--- config.mk ---
export PLATFORM = sky130hd
export DESIGN_NAME = nco_sweep_ctrl
export DESIGN_NICKNAME = d
export VERILOG_FILES = /design/src/rtl/nco_sweep_ctrl_pkg.sv /design/src/rtl/nco_sweep_ctrl_dwell_counter.sv /design/src/rtl/nco_sweep_ctrl.sv
export SDC_FILE = /design/constraint.sdc
export NUM_CORES = 1
export LEC_CHECK = 0
export CAP_MARGIN = 20
export CORE_UTILIZATION = 45
export CTS_CLUSTER_SIZE = 10
export DETAILED_ROUTE_END_ITERATION = 12
export GPL_TIMING_DRIVEN = 0
export PLACE_DENSITY = 0.7
export SYNTH_ARGS = -nofsm -noshare
export SYNTH_HDL_FRONTEND = slang
export SYNTH_SLANG_ARGS = --single-unit
--- constraint.sdc ---
create_clock -name clk -period 4.15 [get_ports clk]
set_input_delay 0.415 -clock clk [delete_from_list [all_inputs] [get_ports clk]]
set_output_delay 0.415 -clock clk [all_outputs]
set_load 0.01 [all_outputs]
--- src/rtl/nco_sweep_ctrl_pkg.sv ---
// Shared definitions for the NCO sweep controller.
//   - state_t           : sweep FSM state encoding
//   - STEP_SIZE_DEFAULT : default step-word width, shared with the NCO
package nco_sweep_ctrl_pkg;

    localparam int STEP_SIZE_DEFAULT  = 16;
    localparam int DWELL_WIDTH_DEFAULT = 16;

    typedef enum logic [1:0] {
        IDLE = 2'd0,
        RUN  = 2'd1,
        DONE = 2'd2
    } state_t;

endpackage

--- src/rtl/nco_sweep_ctrl_dwell_counter.sv ---
// Dwell counter for the sweep controller.
// Ports:
//   clk, rst    : clock, asynchronous active-high reset (count clears to 0)
//   load        : load load_value (has priority over dec)
//   load_value  : value to load
//   dec         : decrement by one. The counter saturates at zero and never wraps.
//   count_zero  : high when the count is zero
module nco_sweep_ctrl_dwell_counter #(
    parameter int DWELL_WIDTH = 16
) (
    input  logic                   clk,
    input  logic                   rst,
    input  logic                   load,
    input  logic [DWELL_WIDTH-1:0] load_value,
    input  logic                   dec,
    output logic                   count_zero
);

    logic [DWELL_WIDTH-1:0] count_reg;

    always_ff @(posedge clk or posedge rst) begin
        if (rst) begin
            count_reg <= '0;
        end else if (load) begin
            count_reg <= load_value;
        end else if (dec && (count_reg != '0)) begin
            count_reg <= count_reg - 1'b1;
        end
    end

    assign count_zero = (count_reg == '0);

endmodule

--- src/rtl/nco_sweep_ctrl.sv ---
// Linear frequency sweep controller feeding the NCO step input.
// Walks the step word from f_start to f_stop in f_inc increments. Each value is
// held for dwell+1 cycles. The sweep runs once or repeats continuously.
// Ports:
//   clk, rst          : clock, asynchronous active-high reset
//   start, abort      : begin a sweep (ignored while busy) / terminate a sweep
//                       (abort wins over start)
//   continuous        : repeat the sweep. Sampled at start.
//   f_start, f_stop, f_inc, dwell : sweep configuration. Sampled at start.
//   step              : registered step word to the NCO
//   busy              : a sweep is active
//   done              : one-cycle pulse at the end of a single-shot sweep
module nco_sweep_ctrl
    import nco_sweep_ctrl_pkg::*;
#(
    parameter int STEP_SIZE   = STEP_SIZE_DEFAULT,
    parameter int DWELL_WIDTH = DWELL_WIDTH_DEFAULT
) (
    input  logic                   clk,
    input  logic                   rst,
    input  logic                   start,
    input  logic                   abort,
    input  logic                   continuous,
    input  logic [STEP_SIZE-1:0]   f_start,
    input  logic [STEP_SIZE-1:0]   f_stop,
    input  logic [STEP_SIZE-1:0]   f_inc,
    input  logic [DWELL_WIDTH-1:0] dwell,
    output logic [STEP_SIZE-1:0]   step,
    output logic                   busy,
    output logic                   done
);

    state_t                 state_reg, state_next;
    logic [STEP_SIZE-1:0]   step_reg, step_next;
    logic [STEP_SIZE-1:0]   f_start_reg, f_stop_reg, f_inc_reg;
    logic [DWELL_WIDTH-1:0] dwell_reg;
    logic                   continuous_reg;
    logic                   cfg_load;

    logic                   cnt_load, cnt_dec, cnt_zero;
    logic [DWELL_WIDTH-1:0] cnt_load_value;

    // The extra bit catches adder carry, so that a wrap saturates to f_stop.
    logic [STEP_SIZE:0]     step_sum;
    logic                   step_saturate;
    logic                   sweep_end;

    assign step_sum      = {1'b0, step_reg} + {1'b0, f_inc_reg};
    assign step_saturate = step_sum[STEP_SIZE] || (step_sum[STEP_SIZE-1:0] > f_stop_reg);
    // A zero increment or an empty/inverted range collapses to a single
    // frequency at f_start.
    assign sweep_end     = (step_reg == f_stop_reg) || (f_inc_reg == '0) ||
                           (f_start_reg >= f_stop_reg);

    nco_sweep_ctrl_dwell_counter #(
        .DWELL_WIDTH (DWELL_WIDTH)
    ) u_dwell_counter (
        .clk        (clk),
        .rst        (rst),
        .load       (cnt_load),
        .load_value (cnt_load_value),
        .dec        (cnt_dec),
        .count_zero (cnt_zero)
    );

    always_ff @(posedge clk or posedge rst) begin
        if (rst) begin
            state_reg      <= IDLE;
            step_reg       <= '0;
            f_start_reg    <= '0;
            f_stop_reg     <= '0;
            f_inc_reg      <= '0;
            dwell_reg      <= '0;
            continuous_reg <= 1'b0;
        end else begin
            state_reg <= state_next;
            step_reg  <= step_next;
            if (cfg_load) begin
                f_start_reg    <= f_start;
                f_stop_reg     <= f_stop;
                f_inc_reg      <= f_inc;
                dwell_reg      <= dwell;
                continuous_reg <= continuous;
            end
        end
    end

    always_comb begin
        state_next     = state_reg;
        step_next      = step_reg;
        cfg_load       = 1'b0;
        cnt_load       = 1'b0;
        cnt_load_value = dwell_reg;
        cnt_dec        = 1'b0;

        case (state_reg)
            IDLE: begin
                if (start && !abort) begin
                    state_next     = RUN;
                    step_next      = f_start;
                    cfg_load       = 1'b1;
                    cnt_load       = 1'b1;
                    cnt_load_value = dwell;
                end
            end
            RUN: begin
                if (abort) begin
                    state_next = IDLE;
                end else if (!cnt_zero) begin
                    cnt_dec = 1'b1;
                end else if (!sweep_end) begin
                    step_next = step_saturate ? f_stop_reg : step_sum[STEP_SIZE-1:0];
                    cnt_load  = 1'b1;
                end else if (continuous_reg) begin
                    // Restart immediately with no gap cycle.
                    step_next = f_start_reg;
                    cnt_load  = 1'b1;
                end else begin
                    state_next = DONE;
                end
            end
            DONE: begin
                state_next = IDLE;
            end
            default: begin
                state_next = IDLE;
            end
        endcase
    end

    assign step = step_reg;
    assign busy = (state_reg == RUN);
    assign done = (state_reg == DONE);

endmodule

==> out/results.tsv <==
metric	value	unit
hold_class	in2async	
final_cell_count_no_fill	1003	
synth_edf_count	0	
fmax	222	MHz
wl_per_cell	18.6	um
worstPathRequired	4.37	ns
area_growth	28.6	%
die_area	14100	um^2
holdWs	0.393	ns
die_y	119	um
end_kind	register	
port_buffers	86	
netlist_area	6130	um^2
pwr_density_cell	632	nW/um^2
hpwl	13500	um
violations	setup timing	
core_area	13200	um^2
grt_pass1_wl	29700	um
yosysSeqAreaShare	40.4	%
synth.most_common_cell	nand2_1	
synth_common_cells	191 x nand2_1, 99 x dfrtp_1, 50 x ha_1	
max_slew_margin	48.8	%
drc	0	
ir_drop	0.324	mV
first_pass_iters	6	
synth.distinct_cells	59	
antenna_found_initial	0	
cts_buffers	9	
yosysTopAreaCell	dfrtp_1	
crit_fanout	6	
cts-root-buf	clkbuf_16	
final_antenna_net_count	0	
ys_warn_count	0	
finalHoldViolCount	0	
start_util	46.3	%
wirelength	18600	um
critical_path_arrival	4.72	ns
run_status	finished with violations	
start_kind	register	
worst_slew_pin_slew	0.768	ns
clock_latency	0.36	ns
drv_cap	0	
synthCells	699	
synth-main-ff-cell	dfrtp_1	
num-nets-final	943	
grt-ovfl-total	0	
die_x	119	um
syn_avg_cell_area	8.77	um^2
cts.sink_count	99	
track_usage	27.5	%
synth_area_leaders	dfrtp_1 40%, nand2_1 12%, ha_1 10%, xnor2_1 5.0%, a21oi_1 3.2%	
cts.hold.buffers_added	0	
setup_ws	-0.348	ns
report.final.setup_viol	16	
leakage	3.56	nW
critPathKind	reg2reg	
synth-seq-cells	99	
tritoncts	built	
antenna_cells	0	
grt_pass1_vias	5649	
via_per_inst	5.68	
timing.final.crit_share	108	%
syn-num-nets	819	
synth_top_area_share	40.4	%
drtIter0Drc	402	
finalCriticalPeriod	4.50	ns
vias	5700	
ios	87	
grt_max_degree	71	
fin_area	7890	um^2
rsz0062_at_grt	yes	
dp_cells	962	
finClkSkew	0.0141	ns
drv_slew	0	
place_area	7240	um^2
nFillCells	1155	
fin_util	59.6	%
row_count	42	
drive_gt1_share	11.7	%
async_flop_share	100	%
place_ws	-0.631	ns
cts.clk_slew.worst_paths	0.07	ns
gp_routability_congestion	0.906	
h-tree-depth	3	
cts_buffer_depth	2	
[path summary, 6_finish.rpt]
path,startpoint,to,slack (ns),cells past startpoint
max reg2reg,step[1],step[2],-0.35,17
min in group clk,dwell_reg[10],dwell_reg[10],0.48,2
min reg2reg,dwell_reg[10],dwell_reg[10],0.48,2
min,rst,f_start_reg[6],0.39,2
max in group asynchronous,rst,f_start_reg[15],3.08,3
max,step[1],step[2],-0.35,17
[metrics by stage]
step | total power, mW | setup TNS (ns)
6_report | 4.99 | -3.66
5_1_grt | 5.28 | -6.27
4_1_cts | 4.77 | -1.82
3_5_place_dp | 3.60 | -6.81
3_3_place_gp | 3.54 | -42.94
2_1_floorplan | 2.92 | 0
[power breakdown]
group | internal [mW] | leakage, nW | switching (mW)
Clock | 0.411 | 0.130 | 0.398
Combinational | 1.36 | 2.22 | 1.41
Sequential | 1.18 | 1.20 | 0.234
Total | 2.94 | 3.56 | 2.04
[cell type report]
class                           instances  area, um^2  share of cell area, %
Multi-Input combinational cell        547        3590                   45.6
Timing Repair Buffer                  114        1100                   14.0
Tap cell                              176         220                   2.79
Sequential cell                        99        2480                   31.5
Clock inverter                          6        48.8                  0.619
Clock buffer                            9         225                   2.85
Buffer                                 26         115                   1.46
Inverter                               26         100                   1.27
[critical path: stages, from the launching register on]
cell and delay, ns:
dfrtp_2 0.47, ha_1 0.34, a211oi_2 0.33, o21ai_2 0.14, a41oi_2 0.24, o21ai_2 0.14, a21oi_2 0.16, xnor2_1 0.13
ha_1 0.31, nand4_1 0.23, nor4_4 0.31, nand3_2 0.14, a32o_2 0.31, a221oi_4 0.23, buf_6 0.18, mux2_2 0.34
mux2i_2 0.21, a31oi_1 0.12
[logic make-up after synthesis]
kind of cell / Yosys count / synth area share, %
AO/OA/AOI/OAI: 144 / 15.2
XOR/XNOR: 38 / 5.43
adder cells (fa/ha/maj): 51 / 10.5
buffers and inverters: 53 / 3.59
flip-flops: 99 / 40.4
multiplexers: 19 / 3.24
AND/OR/NAND/NOR: 295 / 21.7
[timing repair]
item,CTS,global route
endpoints found under the setup margin,16,16
buffers inserted,23,4
pin swaps,20,18
hold endpoints to repair,0,0
gates resized for setup,27,17
[layout by cell type, fill, tap and decap left out, types with 5 or more instances in the layout]
master and count:
dfrtp_1 95, buf_4 26, xnor2_1 35, nand4_1 9, ha_1 46, a211o_1 6
nand3_1 10, a31oi_1 7, a21o_1 7, o21ai_0 35, nor3_1 9, nand2b_1 5
inv_1 25, nand2_1 191, a21oi_1 34, clkdlybuf4s50_1 86, a211oi_1 5, buf_2 5
clkbuf_1 16, nor4_1 7, o211ai_1 11, mux2i_1 10, clkbuf_16 9, nor2_1 33
[routing by layer]
metal	wire, um	vias to the layer above	global-route usage, %
met3	1200	43	5.79
met2	8930	237	45.2
met5	0	-	0
met4	537	0	10.7
li1	-	2684	-
met1	7970	2736	35.3
Power figures use the tool's default switching activity.
